<file path="src/rtl/mem_arbiter.sv">
// Two-port round-robin arbiter and access sequencer in front of a single-ported word memory.
// Port 0 is instruction fetch and port 1 is data/stack. Accesses that never complete are aborted with an error.
module mem_arbiter #(
  parameter int TIMEOUT_CYCLES = 64,
  parameter int TOCNT_W        = 8
) (
  input  logic        clk,
  input  logic        rst_n,

  input  logic        p0_req_valid,
  output logic        p0_req_ready,
  input  logic        p0_req_write,
  input  logic [31:0] p0_req_addr,
  input  logic [31:0] p0_req_wdata,
  input  logic [31:0] p0_req_wmask,
  output logic        p0_resp_valid,
  output logic [31:0] p0_resp_rdata,
  output logic        p0_resp_err,

  input  logic        p1_req_valid,
  output logic        p1_req_ready,
  input  logic        p1_req_write,
  input  logic [31:0] p1_req_addr,
  input  logic [31:0] p1_req_wdata,
  input  logic [31:0] p1_req_wmask,
  output logic        p1_resp_valid,
  output logic [31:0] p1_resp_rdata,
  output logic        p1_resp_err,

  output logic        mem_cmd_start,
  output logic        mem_cmd_write,
  input  logic        mem_cmd_ready,
  output logic [31:0] mem_addr,
  output logic [31:0] mem_wdata,
  output logic [31:0] mem_wmask,
  input  logic [31:0] mem_rdata,
  input  logic        mem_rdata_ready,

  output logic        err_sticky
);

  typedef enum logic [2:0] {
    S_IDLE,
    S_START,
    S_WAIT_CLR,
    S_WAIT_DONE,
    S_RESP
  } state_e;

  localparam logic [TOCNT_W-1:0] TO_LAST = TOCNT_W'(TIMEOUT_CYCLES - 1);

  state_e              state_q, state_d;
  logic                owner_q, owner_d;
  logic                last_grant_q, last_grant_d;
  logic                cmd_write_q, cmd_write_d;
  logic [31:0]         cmd_addr_q, cmd_addr_d;
  logic [31:0]         cmd_wdata_q, cmd_wdata_d;
  logic [31:0]         cmd_wmask_q, cmd_wmask_d;
  logic [31:0]         rdata_q, rdata_d;
  logic                err_q, err_d;
  logic                err_sticky_q, err_sticky_d;
  logic [TOCNT_W-1:0]  tocnt_q, tocnt_d;

  logic grant0;
  logic grant1;

  // On a tie the port that did not win last time is served, so neither requester can starve.
  assign grant0 = p0_req_valid && (!p1_req_valid || last_grant_q);
  assign grant1 = p1_req_valid && (!p0_req_valid || !last_grant_q);

  always_comb begin
    // NOTE: every variable gets its default first so no path through the case leaves it unassigned (no latches).
    state_d      = state_q;
    owner_d      = owner_q;
    last_grant_d = last_grant_q;
    cmd_write_d  = cmd_write_q;
    cmd_addr_d   = cmd_addr_q;
    cmd_wdata_d  = cmd_wdata_q;
    cmd_wmask_d  = cmd_wmask_q;
    rdata_d      = rdata_q;
    err_d        = err_q;
    err_sticky_d = err_sticky_q;
    tocnt_d      = tocnt_q;

    case (state_q)
      S_IDLE: begin
        if (grant0) begin
          cmd_write_d  = p0_req_write;
          cmd_addr_d   = p0_req_addr;
          cmd_wdata_d  = p0_req_wdata;
          cmd_wmask_d  = p0_req_wmask;
          owner_d      = 1'b0;
          last_grant_d = 1'b0;
          state_d      = S_START;
        end else if (grant1) begin
          cmd_write_d  = p1_req_write;
          cmd_addr_d   = p1_req_addr;
          cmd_wdata_d  = p1_req_wdata;
          cmd_wmask_d  = p1_req_wmask;
          owner_d      = 1'b1;
          last_grant_d = 1'b1;
          state_d      = S_START;
        end
      end
      S_START: begin
        if (mem_cmd_ready) state_d = S_WAIT_CLR;
      end
      S_WAIT_CLR: begin
        // The completion flag may still be left over from the previous access, so skip it for a cycle.
        tocnt_d = '0;
        state_d = S_WAIT_DONE;
      end
      S_WAIT_DONE: begin
        if (mem_rdata_ready) begin
          rdata_d = mem_rdata;
          err_d   = 1'b0;
          state_d = S_RESP;
        end else if (tocnt_q == TO_LAST) begin
          rdata_d      = '0;
          err_d        = 1'b1;
          err_sticky_d = 1'b1;
          state_d      = S_RESP;
        end else begin
          tocnt_d = tocnt_q + TOCNT_W'(1);
        end
      end
      S_RESP: begin
        state_d = S_IDLE;
      end
      default: begin
        state_d = S_IDLE;
      end
    endcase
  end

  always_ff @(posedge clk or negedge rst_n) begin
    if (!rst_n) begin
      state_q      <= S_IDLE;
      owner_q      <= 1'b0;
      last_grant_q <= 1'b1;
      cmd_write_q  <= 1'b0;
      cmd_addr_q   <= '0;
      cmd_wdata_q  <= '0;
      cmd_wmask_q  <= '0;
      rdata_q      <= '0;
      err_q        <= 1'b0;
      err_sticky_q <= 1'b0;
      tocnt_q      <= '0;
    end else begin
      // NOTE: non-blocking assignments so every flop samples the pre-edge values computed above.
      state_q      <= state_d;
      owner_q      <= owner_d;
      last_grant_q <= last_grant_d;
      cmd_write_q  <= cmd_write_d;
      cmd_addr_q   <= cmd_addr_d;
      cmd_wdata_q  <= cmd_wdata_d;
      cmd_wmask_q  <= cmd_wmask_d;
      rdata_q      <= rdata_d;
      err_q        <= err_d;
      err_sticky_q <= err_sticky_d;
      tocnt_q      <= tocnt_d;
    end
  end

  assign p0_req_ready  = (state_q == S_IDLE) && grant0;
  assign p1_req_ready  = (state_q == S_IDLE) && grant1;

  assign p0_resp_valid = (state_q == S_RESP) && !owner_q;
  assign p1_resp_valid = (state_q == S_RESP) &&  owner_q;
  assign p0_resp_rdata = rdata_q;
  assign p1_resp_rdata = rdata_q;
  assign p0_resp_err   = p0_resp_valid && err_q;
  assign p1_resp_err   = p1_resp_valid && err_q;

  assign mem_cmd_start = (state_q == S_START) && mem_cmd_ready;
  assign mem_cmd_write = cmd_write_q;
  assign mem_addr      = cmd_addr_q;
  assign mem_wdata     = cmd_wdata_q;
  assign mem_wmask     = cmd_wmask_q;

  assign err_sticky    = err_sticky_q;

endmodule

</file>
<file path="config.mk">
export PLATFORM = sky130hd
export DESIGN_NAME = mem_arbiter
export DESIGN_NICKNAME = d
export VERILOG_FILES = /design/src/rtl/mem_arbiter.sv
export SDC_FILE = /design/constraint.sdc
export NUM_CORES = 1
export LEC_CHECK = 0
export CORE_AREA = 2 2 157 159
export CTS_CLUSTER_SIZE = 14
export DETAILED_ROUTE_END_ITERATION = 8
export DIE_AREA = 0 0 159 161
export GPL_TIMING_DRIVEN = 0
export SETUP_SLACK_MARGIN = 0.2
export SLEW_MARGIN = 0
export SYNTH_ARGS = -nofsm -noshare
export SYNTH_HDL_FRONTEND = slang
export SYNTH_SLANG_ARGS = --single-unit
</file>
<file path="constraint.sdc">
create_clock -name clk -period 2.7 [get_ports clk]
set_input_delay 0.54 -clock clk [delete_from_list [all_inputs] [get_ports clk]]
set_output_delay 0.54 -clock clk [all_outputs]
set_load 0.005 [all_outputs]
</file>
# Word-level counts from Yosys, hierarchy flattened
# Index checks and enable logic that the tools add are counted.
[totals]
regBits = 144
output_inout_bits = 169
input_bits = 232
word_cells = 70
[classes]
eq_ne = 10
add_sub_neg = 1
muxes = 23
reduce_logical = 24
bitwise = 1
[op_table]
columns = ["op", "count"]
rows = [
  ["32-bit 2-to-1 mux", 8],
  ["8-bit 2-to-1 mux", 2],
  ["8-bit one-hot mux with 2 select lines", 1],
  ["3-bit 2-to-1 mux", 5],
  ["3-bit one-hot mux with 4 select lines", 1],
  ["1-bit logical AND", 9],
  ["3-bit AND reduction", 3],
  ["8-bit by 1-bit adder with 8-bit output (second input constant)", 1],
  ["8-bit by 6-bit == test with 1-bit output (second input constant)", 1],
  ["3-bit by 2-bit == test with 1-bit output (second input constant)", 2],
  ["1-bit 2-to-1 mux", 6],
  ["2-bit != test (second input constant)", 3],
  ["3-bit != test (second input constant)", 2],
  ["2-bit nonzero test", 3],
  ["1-bit logical NOT", 4],
  ["2-bit AND reduction", 2],
  ["3-bit by 1-bit == test with 1-bit output (second input constant)", 1],
  ["3-bit == test (second input constant)", 1],
  ["3-bit logical NOT", 1],
  ["1-bit logical OR", 2],
  ["1-bit inverter", 1],
]

# Depth between registers and ports, before layout
# Gate-level depths: netlist (run 1).
[logic_depth]
depth_word = 6
depth_mapped = 8
mapped_depth_nobuf = 5

# Least setup slack after synthesis (run 1)
# No wires, ideal clock.
[synth_path]
path_type = "input to output"
start = "in p1_req_valid"
end = "out p0_req_ready"
path_slack_ps = 1019
path_buffers = 2
required_ps = 2160
path_stages = 5
arrival_time_ps = 1141
path_cell_list = "inv_1 o21ai_1 buf_2 buf_4 nor2b_1"
[synth_via]
elab_chain_len = 4
[synth_rtl]
columns = ["item", "line", "text"]
rows = [
  ["start, declared", "20", "input logic p1_req_valid,"],
  ["1-bit logical NOT", "68", "assign grant0 = p0_req_valid && (!p1_req_valid || last_grant_q);"],
  ["1-bit logical OR", "68", ""],
  ["1-bit logical AND", "68", ""],
  ["1-bit logical AND", "165", "assign p0_req_ready = (state_q == S_IDLE) && grant0;"],
  ["end, declared", "11", "output logic p0_req_ready,"],
]
# No other way between the ends.

# Worst setup path in the final report (run 1)
[layout_path]
start = "reg state_q[0]"
end = "out p1_resp_err"
[layout_via]
elab_chain_len = 3
[layout_rtl]
columns = ["item", "line", "text"]
rows = [
  ["start, declared", "52", "state_e state_q, state_d;"],
  ["start signal, assigned", "151", "state_q <= state_d;"],
  ["3-bit == test", "169", "assign p1_resp_valid = (state_q == S_RESP) && owner_q;"],
  ["1-bit logical AND", "169", ""],
  ["1-bit logical AND", "173", "assign p1_resp_err = p1_resp_valid && err_q;"],
  ["end, declared", "28", "output logic p1_resp_err,"],
]
# No other way between the ends.

==> impl_metrics.toml, run 1 <==
[status]
outcome = "finished clean"

[synthesis]
yosysTopAreaCell = "dfrtp_1"
ys_types = 48
avgSynthCellArea_um2 = 10.9
synth_top_area_frac = 0.530
yosys_warnings = 0
syn_area_mm2 = 0.00675
synth_edf_count = 0
ys_seq_area_frac = 0.534
synth_area_leaders = "dfrtp_1, mux2i_1, nand2_1"
synth_top_cells_by_count = "dfrtp_1, nand2_1, mux2i_1, o21ai_1, o21ai_0"
ys_seq_elements = 144
synth_cells = 618
synth.most_common_cell = "dfrtp_1"
synth_fp_nets = 851
synthArstFlopShare = 1.00
synth_top_flop_cell = "dfrtp_1"

[placed_design]
dp_hpwl_mm = 18.6
place.gp.congestion = 0.827
place_ws_ps = -351
dp_cells = 1343
port_buffers = 400

[sta]
worstMarginPinSlew_ps = 630
timing.setup.tns_ps = 0
worst_slack_ps = 304
fmax_mhz = 417
relSlewSlack = 0.580
rsz0062_at_grt = "no"
setup_viol = 0
finalCriticalPeriod_ps = 2400
clock_skew_ps = 9.41
hold_slack_ps = 68.4
timing.final.crit_share = 0.887
slew_viol_final = 0
hold_violations = 0

[pwr]
ir_drop_uv = 331
powerDensity_mw_per_mm2 = 990
p_leak_nw = 5.44

[critical_path]
crit_path_max_fanout = 8
crit_chain = "buf_4 -> nor2_4 -> and3_1 -> and2_1 -> clkdlybuf4s50_1"
rr_endpoint = "mem_wdata[5]"
cp_num_cells = 5
timing.rr.start = "state_q[2]"
critPathSlowestCell = "clkdlybuf4s50_1"
crit_family = "buffers and inverters"
arrival_ps = 1860
cp-end-kind = "output pin"
cp_slowest_stage_delay_ps = 500
crit_path_end = "p1_resp_err"
rr_worst_depth = 6
criticalPathCategory = "reg -> out"
crit_buf_inv = 2
cp-startpoint = "state_q[0]"
r2r_setup_slack_ps = 750
critPathLaunchType = "flop"
critical_path_required_ps = 2160

[route]
initialDrtViolationCount = 252
drc = 0
routed_via_density = 4.50
ant_nets = 0
first_pass_iters = 6
vias = 6194
routed_wirelength_mm = 24.1
wl_per_cell_um = 17.5

[floorplanning]
initial_utilization = 0.282
num_rows = 57
ios = 401
die_x_um = 159
die_y_um = 161
core_area_mm2 = 0.0240
dieArea_mm2 = 0.0256

[cells_and_area]
fin_nets = 1274
fin_util = 0.495
nFillCells = 2277
final_cells = 1377
diodes = 0
drive_gt1_frac = 0.107
area_delta_synth_final_pct = 75.5

[cts]
cts-root-buf = "clkbuf_16"
h-tree-depth = 4
clock_latency_ps = 430
clock-sinks = 144
cts_buffer_depth = 2
cts_made_buffers = 17
tritoncts = "yes"
clk_pin_slew_ps = 70

[global_routing]
grt_pass1_vias = 6251
grt_pass1_wl_mm = 36.6
grt_antenna_before_repair = 0
grt_use_total = 0.187
overflow = 0
grt_max_degree = 82

[run]
maxCapViolations = 0

[worst_hold_path]
hp-class = "in -> async"
## worst min path at each step
| stage | startpoint | end | slack [ps] | cells after the start |
|---|---|---|---|---|
| 6_report | rst_n | mem_wdata[27] | 70 | 1 |
| 5_1_grt | rst_n | mem_wdata[27] | 120 | 1 |
| 4_1_cts | rst_n | mem_wdata[27] | 100 | 1 |
| 3_5_place_dp | err_sticky | err_sticky | 460 | 1 |
| 3_3_place_gp | err_sticky | err_sticky | 450 | 1 |
| 2_1_floorplan | rst_n | err_q | 240 | 0 |
## registers in the layout, summed over array words and instances, names as in the netlist
| register | flops |
|---|---|
| mem_addr | 32 |
| mem_wdata | 32 |
| mem_wmask | 32 |
| p0_resp_rdata | 32 |
| tocnt_q | 8 |
| state_q | 3 |
| err_q | 1 |
| err_sticky | 1 |
| last_grant_q | 1 |
| mem_cmd_write | 1 |
| owner_q | 1 |
## area by class of cell
class                           count  area, um2  share of cell area
Clock inverter                     12        134              0.0113
Clock buffer                       19        443              0.0374
Buffer                             76        563              0.0475
Multi-Input combinational cell    395       2640               0.222
Sequential cell                   144       3600               0.304
Timing Repair Buffer              404       4060               0.342
Inverter                            3       11.3            0.000950
Tap cell                          324        405              0.0342
## kinds of logic (layout without fill, tap and decap cells)
group           count (synthesis)  count (layout)  synth area share
fa+ha+maj                       1               1           0.00185
buf+inv                        79             514            0.0823
compound gates                152             152             0.141
simple gates                  144             144            0.0958
flops                         144             144             0.534
mux                            98              98             0.145
## routing by layer
layer	GRT usage	vias to the layer above	part of all wire
met5	0	-	0
met4	0.0537	0	0.014
met3	0.0575	22	0.071
met2	0.325	265	0.50
met1	0.224	2918	0.41
li1	-	2989	-
## worst register-to-register path, delay by kind of cell (launching register included)
kind	cells	cell delay (ps)
DFF	1	320
and+or+nand+nor	1	70
AOI/OAI and AO/OA	2	300
buffers and inverters	3	1110
## metrics by stage
step,power [mW],area [um2]
3_3_place_gp,9.35,11200
6_report,11.7,11900
3_5_place_dp,9.41,11200
5_1_grt,12.5,11900
4_1_cts,11.9,11800
2_1_floorplan,5.95,6750
## cell usage in the layout (no fill, tap or decap), types with 3 or more instances in the layout
master / instances
nand2_1: 103
mux2i_1: 97
nand4_1: 3
dfrtp_1: 143
clkdlybuf4s50_1: 394
nand3_1: 4
clkbuf_16: 17
o21ai_0: 46
buf_2: 9
buf_1: 4
dlygate4sd2_1: 3
inv_1: 3
buf_6: 17
a22o_1: 33
nor4_1: 3
clkbuf_1: 11
inv_6: 3
a21o_1: 3
o21ai_1: 54
and2_1: 4
buf_4: 39
clkinv_2: 3
nor2_1: 7
## power by group
group          switching (mW)  internal (mW)
sequential              0.615           3.14
clock                   0.976           1.39
combinational            2.22           3.41
## repair_timing
item / CTS / global route
setup buffers: 1 / 2
pin swaps: 1 / 2
endpoints found under the setup margin: 3 / 4
hold buffers: 0 / 0
gates resized for setup: 12 / 10
(Power assumes the default switching activity.)
==> run 2: changes to the inputs <==
--- a/config.mk
+++ b/config.mk
@@ -5,11 +5,14 @@
 export SDC_FILE = /design/constraint.sdc
 export NUM_CORES = 1
 export LEC_CHECK = 0
+export CAP_MARGIN = 10
 export CORE_AREA = 2 2 157 159
 export CTS_CLUSTER_SIZE = 14
 export DETAILED_ROUTE_END_ITERATION = 8
 export DIE_AREA = 0 0 159 161
 export GPL_TIMING_DRIVEN = 0
+export HOLD_SLACK_MARGIN = 0.08
+export PLACE_DENSITY = 0.65
 export SETUP_SLACK_MARGIN = 0.2
 export SLEW_MARGIN = 0
 export SYNTH_ARGS = -nofsm -noshare
==> impl_metrics.toml, run 2 (same netlist as run 1, synthesis figures left out) <==
[critical_path]
rr_worst_depth = 7
r2r_setup_slack_ps = 580
cp-end-kind = "output pin"
timing.rr.start = "state_q[1]"
critPathLaunchType = "input port"
cp_slowest_stage_delay_ps = 560
arrival_ps = 1920
crit_chain = "clkdlybuf4s50_1 -> nor4bb_2 -> clkdlybuf4s50_1"
critical_path_required_ps = 2160
crit_family = "buffers and inverters"
crit_buf_inv = 2
criticalPathCategory = "in -> out"
rr_endpoint = "mem_wdata[6]"
crit_path_max_fanout = 2
cp_common_cell = "clkdlybuf4s50_1"
cp-startpoint = "mem_cmd_ready"
critPathSlowestCell = "clkdlybuf4s50_1"

[floorplanning]
core_area_mm2 = 0.0240
die_x_um = 159
num_rows = 57
ios = 401
dieArea_mm2 = 0.0256
initial_utilization = 0.282
die_y_um = 161

[pwr]
internal_power_mw = 8.17
ir_drop_uv = 448
switchingPower_mw = 3.76
swShare = 0.315
powerDensity_mw_per_mm2 = 1000
p_leak_nw = 5.43
pwr-share-seq = 0.314
p_comb_frac = 0.469
clkPwrFrac = 0.216

[cts]
ctsHoldBuffers = 0
h-tree-depth = 4
cts_buffer_depth = 2
clock-sinks = 144
cts-root-buf = "clkbuf_16"
tritoncts = "yes"
clock_latency_ps = 420
cts_made_buffers = 17
clk_pin_slew_ps = 60

[route]
drc = 0
initialDrtViolationCount = 323
routed_wirelength_mm = 23.9
wl_per_cell_um = 17.3
vias = 6196
routed_via_density = 4.50
ant_nets = 0
first_pass_iters = 4

[cells_and_area]
area_delta_synth_final_pct = 76.2
multi_input_area_mm2 = 0.00263
fin_nets = 1273
final_common_cell = "clkdlybuf4s50_1"
nFillCells = 2268
seq_area_mm2 = 0.00360
drive_gt1_frac = 0.106
final_cells = 1376
layout_common_cells = "clkdlybuf4s50_1, dfrtp_1, nand2_1"
design_area_mm2 = 0.0119
diodes = 0

[sta]
rsz0062_at_grt = "yes"
timing.final.crit_share = 0.910
clock_skew_ps = 9.08
slew_viol_final = 0
timing.setup.tns_ps = 0
worstMarginPinSlew_ps = 675
fmax_mhz = 407
finalCriticalPeriod_ps = 2460
relSlewSlack = 0.550
hold_violations = 0
setup_viol = 0

[global_routing]
overflow = 0
grt_use_total = 0.184
grt_pass1_vias = 6199
grt_antenna_before_repair = 0
grt_max_degree = 76
grt_pass1_wl_mm = 36.3

[worst_hold_path]
hp-class = "in -> async"

[status]
outcome = "finished clean"

[placed_design]
dp_hpwl_mm = 18.8
dp_cells = 1343
place_area_mm2 = 0.0112
place.gp.congestion = 0.838
port_buffers = 400

[run]
maxCapViolations = 0
## run 2: power groups by stage
stage / combinational [mW] / sequential, mW / clock (mW)
after CTS: 5.67 / 3.76 / 2.65
after detailed placement: 5.61 / 3.79 / 0
after floorplan: 2.19 / 3.76 / 0
after global routing: 6.09 / 3.89 / 2.76
after global placement: 5.55 / 3.76 / 0
final: 5.60 / 3.75 / 2.58
## run 2: worst max-delay path by stage
stage / end / cells past startpoint / slack [ps]
2_1_floorplan: p0_req_ready / 5 / 1020
3_3_place_gp: mem_wdata[13] / 1 / -4950
3_5_place_dp: p0_req_ready / 7 / -330
4_1_cts: p0_req_ready / 5 / 170
5_1_grt: p0_resp_err / 6 / 170
6_report: mem_cmd_start / 3 / 240
## run 2: area by class of cell
cell class,instances,share of cell area
buffer,76,0.0475
clock buffer,18,0.0361
tap,324,0.0341
clock inverter,13,0.0176
sequential,144,0.303
multi-input combinational,395,0.221
inverter,3,0.000946
timing repair buffer,403,0.340
## run 2: worst reg2reg max path: stages (launching register included)
cell and delay, ps:
dfrtp_1 320, buf_2 230, nor3_4 80, buf_4 150, o21ai_2 130, buf_2 360, buf_1 540, o21ai_1 160
## run 2: per-layer routing
layer,part of all wire,wire [um],global-route usage
met1,0.40,9620,0.216
met3,0.069,1640,0.0521
met5,0,0,0
met4,0.022,517,0.0661
met2,0.51,12100,0.322
## run 2: repair_timing
item | CTS | global route
endpoints found under the setup margin | 3 | 5
pin swaps | 0 | 1
buffers inserted | 1 | 1
resized for setup | 11 | 5
## run 2: stage by stage
stage           util  setup WS, ps  hold slack, ps  total power, mW
4_1_cts        0.495           171             124             12.1
3_3_place_gp   0.466         -4950             456             9.31
6_report       0.497           244             105             11.9
5_1_grt        0.497           171             150             12.7
2_1_floorplan      -          1020             244             5.95
3_5_place_dp   0.467          -329             469             9.40
==> run 3: changes to the inputs <==
--- a/config.mk
+++ b/config.mk
@@ -6,13 +6,14 @@
 export NUM_CORES = 1
 export LEC_CHECK = 0
 export CAP_MARGIN = 10
-export CORE_AREA = 2 2 157 159
+export CORE_AREA = 2 2 155 157
 export CTS_CLUSTER_SIZE = 14
 export DETAILED_ROUTE_END_ITERATION = 8
-export DIE_AREA = 0 0 159 161
+export DIE_AREA = 0 0 157 159
+export DONT_BUFFER_PORTS = 1
 export GPL_TIMING_DRIVEN = 0
 export HOLD_SLACK_MARGIN = 0.08
-export PLACE_DENSITY = 0.65
+export PLACE_DENSITY = 0.45
 export SETUP_SLACK_MARGIN = 0.2
 export SLEW_MARGIN = 0
 export SYNTH_ARGS = -nofsm -noshare
==> impl_metrics.toml, run 3 (same netlist as run 1, synthesis figures left out) <==
[status]
outcome = "finished with violations"
failed_checks = "negative hold slack"

[pwr]
internal_power_mw = 5.79
powerDensity_mw_per_mm2 = 1180
switchingPower_mw = 3.34
pwr-share-seq = 0.447
clkPwrFrac = 0.261
swShare = 0.366
p_leak_nw = 3.82
p_comb_frac = 0.291
ir_drop_uv = 322

[critical_path]
critPathSlowestCell = "dfstp_2"
cp-end-kind = "output pin"
crit_path_max_fanout = 10
critical_path_required_ps = 2160
cp_slowest_stage_delay_ps = 540
arrival_ps = 1780
critPathLaunchType = "flop"
crit_chain = "o21ai_1 -> buf_2 -> buf_4 -> nor2b_1"
criticalPathCategory = "reg -> out"

[placed_design]
place.gp.congestion = 0.843
port_buffers = 0
dp_hpwl_mm = 15.0
place_area_mm2 = 0.00715
dp_cells = 937

[worst_hold_path]
hp-class = "in -> async"

[cells_and_area]
diodes = 0
layout_common_cells = "dfrtp_1, nand2_1, mux2i_1"
fin_nets = 870
area_delta_synth_final_pct = 14.7
final_common_cell = "dfrtp_1"
seq_area_mm2 = 0.00360
multi_input_area_mm2 = 0.00259
design_area_mm2 = 0.00775
fin_util = 0.334
nFillCells = 2317
drive_gt1_frac = 0.160
final_cells = 969

[global_routing]
grt_use_total = 0.156
grt_pass1_vias = 5074
grt_pass1_wl_mm = 29.7
grt_antenna_before_repair = 0
overflow = 0
grt_max_degree = 145

[cts]
clk_pin_slew_ps = 60
tritoncts = "yes"
h-tree-depth = 4
cts-root-buf = "clkbuf_16"
clock_latency_ps = 410
cts_buffer_depth = 2
clock-sinks = 144
cts_made_buffers = 17
cts_repair_resize_count = 0

[sta]
setup_viol = 0
fmax_mhz = 430
slew_viol_final = 0
hold_violations = 143
timing.final.crit_share = 0.861
worstMarginPinSlew_ps = 633
hold_slack_ps = -179
finalCriticalPeriod_ps = 2320
timing.setup.tns_ps = 0
rsz0062_at_grt = "no"
clock_skew_ps = 9.01
relSlewSlack = 0.578

[route]
routed_wirelength_mm = 19.6
drc = 0
first_pass_iters = 4
routed_via_density = 4.94
initialDrtViolationCount = 300
vias = 4784
ant_nets = 0
wl_per_cell_um = 20.3

[run]
maxCapViolations = 0

[floorplanning]
core_area_mm2 = 0.0232
die_y_um = 159
die_x_um = 157
initial_utilization = 0.291
num_rows = 56
dieArea_mm2 = 0.0250
ios = 401
run 3: cell types whose count changed in the layout (fill, tap and decap cells not counted), moves of 2 or more:
cell             before  now
dlygate4sd2_1         2    0
buf_2                10   12
clkdlybuf4s50_1     396    0
clkinv_4              0    2
bufinv_16             5    2
buf_6                17   15
run 3: cell type report:
cell class | instances | share of cell area
buffer | 76 | 0.0703
clock buffer | 19 | 0.0572
clock inverter | 13 | 0.0195
inverter | 3 | 0.00145
multi-input combinational | 395 | 0.335
sequential | 144 | 0.465
tap | 319 | 0.0515
run 3: what timing repair did:
item	in CTS	in global routing
buffers inserted	0	0
endpoints found under the setup margin	0	0
hold endpoints to repair	144	144
run 3: final timing paths:
kind / start / to / slack [ps] / cells past startpoint
hold / removal: rst_n / mem_wdata[28] / -180 / 0
setup reg to reg: state_q[2] / mem_wdata[19] / 720 / 7
hold reg to reg: last_grant_q / last_grant_q / 510 / 2
min in group clk: mem_rdata[18] / p0_resp_rdata[18] / 260 / 1
max in group asynchronous: rst_n / tocnt_q[6] / 2480 / 0
setup / recovery: last_grant_q / p0_req_ready / 380 / 4
run 3: stage by stage:
stage / setup slack [ps] / total power, mW
finish: 376 / 9.13
floorplan: 1020 / 5.95
global placement: 635 / 6.77
CTS: 294 / 9.29
detailed placement: 589 / 6.86
global route: 276 / 9.82
run 3: power groups by stage:
stage | sequential (mW) | combinational [mW] | clock, mW
after floorplan | 3.76 | 2.19 | 0
after global placement | 4.13 | 2.64 | 0
after detailed placement | 4.13 | 2.73 | 0
after CTS | 4.11 | 2.72 | 2.47
after global routing | 4.20 | 3.05 | 2.57
final | 4.08 | 2.66 | 2.38
run 3: critical path: cells and delay by family (launching register included):
kind	cells	cell delay, ps
DFF	1	540
AOI/OAI and AO/OA	1	50
and+or+nand+nor	1	300
buffers and inverters	2	470
run 3: metal layers:
layer / routed length, um / GRT usage / share of wire / vias to the layer above
met5: 0 / 0 / 0 / -
met4: 399 / 0.0534 / 0.020 / 0
met3: 1370 / 0.0367 / 0.070 / 24
met2: 10200 / 0.273 / 0.52 / 242
met1: 7680 / 0.185 / 0.39 / 2328
li1: - / - / - / 2190
